`config.mk`:
```
export PLATFORM = sky130hd
export DESIGN_NAME = fetch_prefetch_queue
export DESIGN_NICKNAME = d
export VERILOG_FILES = /design/src/rtl/fetch_prefetch_queue.sv
export SDC_FILE = /design/constraint.sdc
export NUM_CORES = 1
export LEC_CHECK = 0
export BUFFER_PORTS_ARGS = -buffer_cell sky130_fd_sc_hd__clkbuf_2
export CAP_MARGIN = 20
export CORE_UTILIZATION = 37
export DETAILED_ROUTE_END_ITERATION = 12
export HOLD_SLACK_MARGIN = 0.12
export SYNTH_ARGS = -nofsm -noshare
export SYNTH_HDL_FRONTEND = slang
export SYNTH_SLANG_ARGS = --single-unit
```
`constraint.sdc`:
```
create_clock -name clk -period 2.75 [get_ports clk]
set_input_delay 0.55 -clock clk [delete_from_list [all_inputs] [get_ports clk]]
set_output_delay 0.55 -clock clk [all_outputs]
set_load 0.01 [all_outputs]
```
`src/rtl/fetch_prefetch_queue.sv`:
```
// fetch_prefetch_queue: sequential PC generator issuing credit-limited imem requests into a flushable prefetch FIFO.
// A redirect empties the queue; responses for requests still in flight at that point are counted and discarded.
module fetch_prefetch_queue #(
    parameter int ADDR_W = 32,
    parameter int INSTR_W = 32,
    parameter int DEPTH = 4,
    parameter logic [ADDR_W-1:0] RESET_PC = '0
) (
    input  logic                       clk,
    input  logic                       reset,
    input  logic                       redirect_valid,
    input  logic [ADDR_W-1:0]          redirect_pc,
    output logic                       imem_req_valid,
    input  logic                       imem_req_ready,
    output logic [ADDR_W-1:0]          imem_req_addr,
    input  logic                       imem_rsp_valid,
    input  logic [INSTR_W-1:0]         imem_rsp_data,
    output logic                       out_valid,
    input  logic                       out_ready,
    output logic [INSTR_W-1:0]         out_instr,
    output logic [ADDR_W-1:0]          out_pc,
    output logic [$clog2(DEPTH+1)-1:0] occupancy,
    output logic                       misalign_err
);
    localparam int CW = $clog2(DEPTH+1);
    localparam int PW = $clog2(DEPTH);
    localparam logic [CW:0] DEPTH_C = (CW+1)'(DEPTH);

    logic [ADDR_W-1:0]  fetch_pc_q, fetch_pc_d;
    logic [CW-1:0]      outst_q, outst_d, drop_q, drop_d, count_q, count_d;
    logic [PW-1:0]      wr_q, wr_d, rd_q, rd_d, pf_wr_q, pf_wr_d, pf_rd_q, pf_rd_d;
    logic               misalign_q, misalign_d;
    logic [ADDR_W-1:0]  q_pc_q [DEPTH];
    logic [ADDR_W-1:0]  q_pc_d [DEPTH];
    logic [INSTR_W-1:0] q_instr_q [DEPTH];
    logic [INSTR_W-1:0] q_instr_d [DEPTH];
    logic [ADDR_W-1:0]  pf_q [DEPTH];
    logic [ADDR_W-1:0]  pf_d [DEPTH];
    logic               rsp_ok, accept, push, pop;

    always_comb begin
        rsp_ok = imem_rsp_valid && outst_q != '0;
        imem_req_valid = reset && !redirect_valid && ({1'b0, count_q} + {1'b0, outst_q} < DEPTH_C);
        accept = imem_req_valid && imem_req_ready;
        out_valid = count_q != '0 && !redirect_valid;
        pop = out_valid && out_ready;
        push = rsp_ok && drop_q == '0 && !redirect_valid;
        imem_req_addr = fetch_pc_q;
        out_instr = q_instr_q[rd_q];
        out_pc = q_pc_q[rd_q];
        occupancy = count_q;
        misalign_err = misalign_q;
        fetch_pc_d = redirect_valid ? {redirect_pc[ADDR_W-1:2], 2'b00}
                   : accept ? fetch_pc_q + ADDR_W'(4) : fetch_pc_q;
        misalign_d = redirect_valid && |redirect_pc[1:0];
        outst_d = outst_q + CW'(accept) - CW'(rsp_ok);
        // every request still in flight at a redirect belongs to the abandoned path
        drop_d = redirect_valid ? outst_q - CW'(rsp_ok) : drop_q - CW'(rsp_ok && drop_q != '0);
        count_d = redirect_valid ? '0 : count_q + CW'(push) - CW'(pop);
        wr_d = redirect_valid ? '0 : wr_q + PW'(push);
        rd_d = redirect_valid ? '0 : rd_q + PW'(pop);
        pf_wr_d = pf_wr_q + PW'(accept);
        pf_rd_d = pf_rd_q + PW'(rsp_ok);
        q_pc_d = q_pc_q;
        q_instr_d = q_instr_q;
        pf_d = pf_q;
        if (push) begin
            q_pc_d[wr_q] = pf_q[pf_rd_q];
            q_instr_d[wr_q] = imem_rsp_data;
        end
        if (accept) pf_d[pf_wr_q] = fetch_pc_q;
    end

    always_ff @(posedge clk or negedge reset) begin
        if (!reset) begin
            fetch_pc_q <= RESET_PC;
            outst_q <= '0;
            drop_q <= '0;
            count_q <= '0;
            wr_q <= '0;
            rd_q <= '0;
            pf_wr_q <= '0;
            pf_rd_q <= '0;
            misalign_q <= 1'b0;
            q_pc_q <= '{default: '0};
            q_instr_q <= '{default: '0};
            pf_q <= '{default: '0};
        end else begin
            fetch_pc_q <= fetch_pc_d;
            outst_q <= outst_d;
            drop_q <= drop_d;
            count_q <= count_d;
            wr_q <= wr_d;
            rd_q <= rd_d;
            pf_wr_q <= pf_wr_d;
            pf_rd_q <= pf_rd_d;
            misalign_q <= misalign_d;
            q_pc_q <= q_pc_d;
            q_instr_q <= q_instr_d;
            pf_q <= pf_d;
        end
    end
endmodule
```
==> impl_metrics.tcl <==
set metrics [dict create \
    num_antenna_cells 0 \
    synth_area_per_cell_um2 15.4 \
    drtAntennaViolNets 0 \
    clock_latency_ps 570 \
    track_usage_pct 17.5 \
    yosysUniqueCellTypes 55 \
    end_kind "output port" \
    hold_violations 0 \
    crit_arrival_ps 2110 \
    setup_viol 0 \
    synth_top_cells_by_area "dfrtp_1 56%, mux2_2 20%, mux4_2 11%" \
    ys.warnings.count 0 \
    fin_crit_sh_pct 96.6 \
    fin_area_um2 22300 \
    final.min_clock_period_ps 2660 \
    finalWirelength_um 43400 \
    tightest_slew_ps 1030 \
    die_h_um 227 \
    timing.rr.start "occupancy[2]" \
    wl_per_cell_um 20.5 \
    synth_most_common_cell "dfrtp_1" \
    min_to "imem_req_addr[23]" \
    grt_pass1_wl_um 68800 \
    place_area_um2 20600 \
    max_slew_margin_pct 31.6 \
    dr.first_iter.drc_count 483 \
    cts_tree "built" \
    worstHoldPathCells 2 \
    clock_skew_ps 11.4 \
    hpwl_um 28700 \
    vias 11000 \
    r2r_slack_ps 180 \
    synthesis.instances 1213 \
    rr_worst_depth 10 \
    cts_buffers 47 \
    drive_gt1_share_pct 51.4 \
    die_area_um2 51400 \
    synth_common_cells "416 x dfrtp_1, 335 x mux2_2, 92 x mux4_2" \
    required_ps 2200 \
    numClockSinks 416 \
    irDropWorstVdd_uv 471 \
    seq_area_frac_synth_pct 55.7 \
    portBuffers 167 \
    grt_setup_unrepaired "no" \
    synth_edf_count 0 \
    cts_buffer_depth 3 \
    p_per_area_nw_per_um2 914 \
    fp-row-count 82 \
    yosys.area.top_type_share_pct 55.7 \
    clkTransAtPathRegs_ps 60 \
    cp_max_fo 29 \
    core-area_um2 50000 \
    final_nets 1491 \
    die_w_um 227 \
    slew_viol_final 0 \
    cts-root-buf "clkbuf_16" \
    cts-htree-levels 2 \
    place_congestion 0.815 \
    fin_ws_ps 94.2 \
    ios 172 \
    cap_violations 0 \
    finalSetupTns_ps 0 \
    r2r-end "outst_q[2]" \
    hold_path.startpoint "redirect_pc[23]" \
    syn_area_um2 18700 \
    grt_max_degree 188 \
    ys_seq_elements 416 \
    antenna_found_initial 0 \
    syn_to_final_growth_pct 19.1 \
    outcome "completed" \
    grt_overflow 0 \
    grt_pass1_vias 11800 \
    setup.worst_path.class "reg -> out" \
    start_util_pct 37.4 \
    fmax_mhz 377 \
    startpoint_type "flop" \
    total_power_mw 20.4 \
    pre_cts_slack_ps 54.3 \
    via_per_inst 5.21 \
    p_leak_nw 10.7 \
    drt_pre_antenna_iters 4 \
    hold_path.class "in -> reg" \
    async_flop_share_pct 100 \
    drc 0 \
    synth_area_leader_cell "dfrtp_1" \
    synth_flop_cell "dfrtp_1" \
]
-- worst max path at each step --
| stage | slack, ps | cells past startpoint | from | endpoint |
|---|---|---|---|---|
| after global placement | 150 | 9 | occupancy[1] | imem_req_addr[12] |
| after floorplan | 3 | 12 | occupancy[2] | outst_q[2] |
| final | 90 | 3 | rd_q[1] | out_instr[18] |
| after CTS | 30 | 3 | rd_q[1] | out_instr[18] |
| after global routing | 4 | 10 | occupancy[1] | outst_q[2] |
| after detailed placement | 50 | 10 | occupancy[2] | outst_q[2] |
-- power breakdown --
part	leakage [nW]	internal (mW)	total, mW	switching (mW)
registers	5.55	7.56	8.46	0.897
logic	4.33	3.06	5.63	2.57
clock network	0.767	3.78	6.27	2.49
-- placed cells by master, fill, tap and decap left out, types with 5 or more instances in the layout --
| master | n |
|---|---|
| nor2b_1 | 5 |
| xnor2_1 | 6 |
| clkbuf_16 | 47 |
| a21oi_1 | 8 |
| clkinv_2 | 6 |
| nand4_1 | 10 |
| nor2_1 | 22 |
| mux2_2 | 335 |
| buf_12 | 26 |
| clkbuf_1 | 13 |
| o311ai_0 | 5 |
| dfrtp_1 | 413 |
| buf_4 | 33 |
| o211ai_1 | 8 |
| a221o_1 | 6 |
| o21ai_0 | 21 |
| nand2_1 | 41 |
| or3_1 | 5 |
| nand3_1 | 19 |
| inv_1 | 17 |
| mux2_1 | 30 |
| ha_1 | 15 |
| and3_1 | 7 |
| mux4_2 | 92 |
| clkbuf_2 | 166 |
| clkbuf_8 | 13 |
-- cell type report --
type                       count  area (µm²)
clock buffer                  73        1400
clock inverter                12         146
fill                        4498       27700
inverter                      18        67.6
multi-input combinational    693        7740
sequential                   416       10400
tap                          672         841
timing repair buffer         228        1650
-- worst max-delay path, cell delays in order (launching register included) --
cell,delay [ps]
dfrtp_4,720
buf_12,280
mux4_2,360
clkbuf_2,150
-- registers in the layout, summed over array words and instances (netlist names) --
| name | cells |
|---|---|
| q_instr_q | 128 |
| pf_q | 120 |
| q_pc_q | 120 |
| imem_req_addr | 30 |
| drop_q | 3 |
| occupancy | 3 |
| outst_q | 3 |
| pf_rd_q | 2 |
| pf_wr_q | 2 |
| rd_q | 2 |
| wr_q | 2 |
| misalign_err | 1 |
-- cell families after synthesis --
kind of cell	after synthesis	share of synthesized area, %
AO/OA/AOI/OAI	66	2.42
XOR/XNOR	10	0.468
adder cells (fa/ha/maj)	17	1.22
buffers and inverters	107	3.21
flip-flops	416	55.7
multiplexers	461	33.3
other	1	0.0201
AND/OR/NAND/NOR	135	3.70
-- routing by layer --
layer	vias to the layer above	global-route usage, %	part of all wire [%]
met5	-	0	0
met4	0	5.12	1.8
met3	54	2.92	5.0
met2	278	27.8	47
met1	5796	24.5	46
li1	4885	-	-
-- through the flow --
step / util (%) / cells / hold slack, ps
final: 44.6 / 2112 / 179
after detailed placement: 41.2 / 2021 / 458
after global routing: 44.6 / 2112 / 165
after global placement: 41.2 / 2021 / 456
after CTS: 44.5 / 2112 / 146
after floorplan: - / 1216 / 254
-- repair_timing --
action | 4_1_cts | 5_1_grt
gates resized for setup | 0 | 3
endpoints found under the setup margin | 60 | 115
hold buffers | 1 | 0
buffers inserted | 5 | 0
endpoints found under the hold margin | 12 | 0
pin swaps | 0 | 1
No activity file was read; power rests on OpenSTA's default activity.
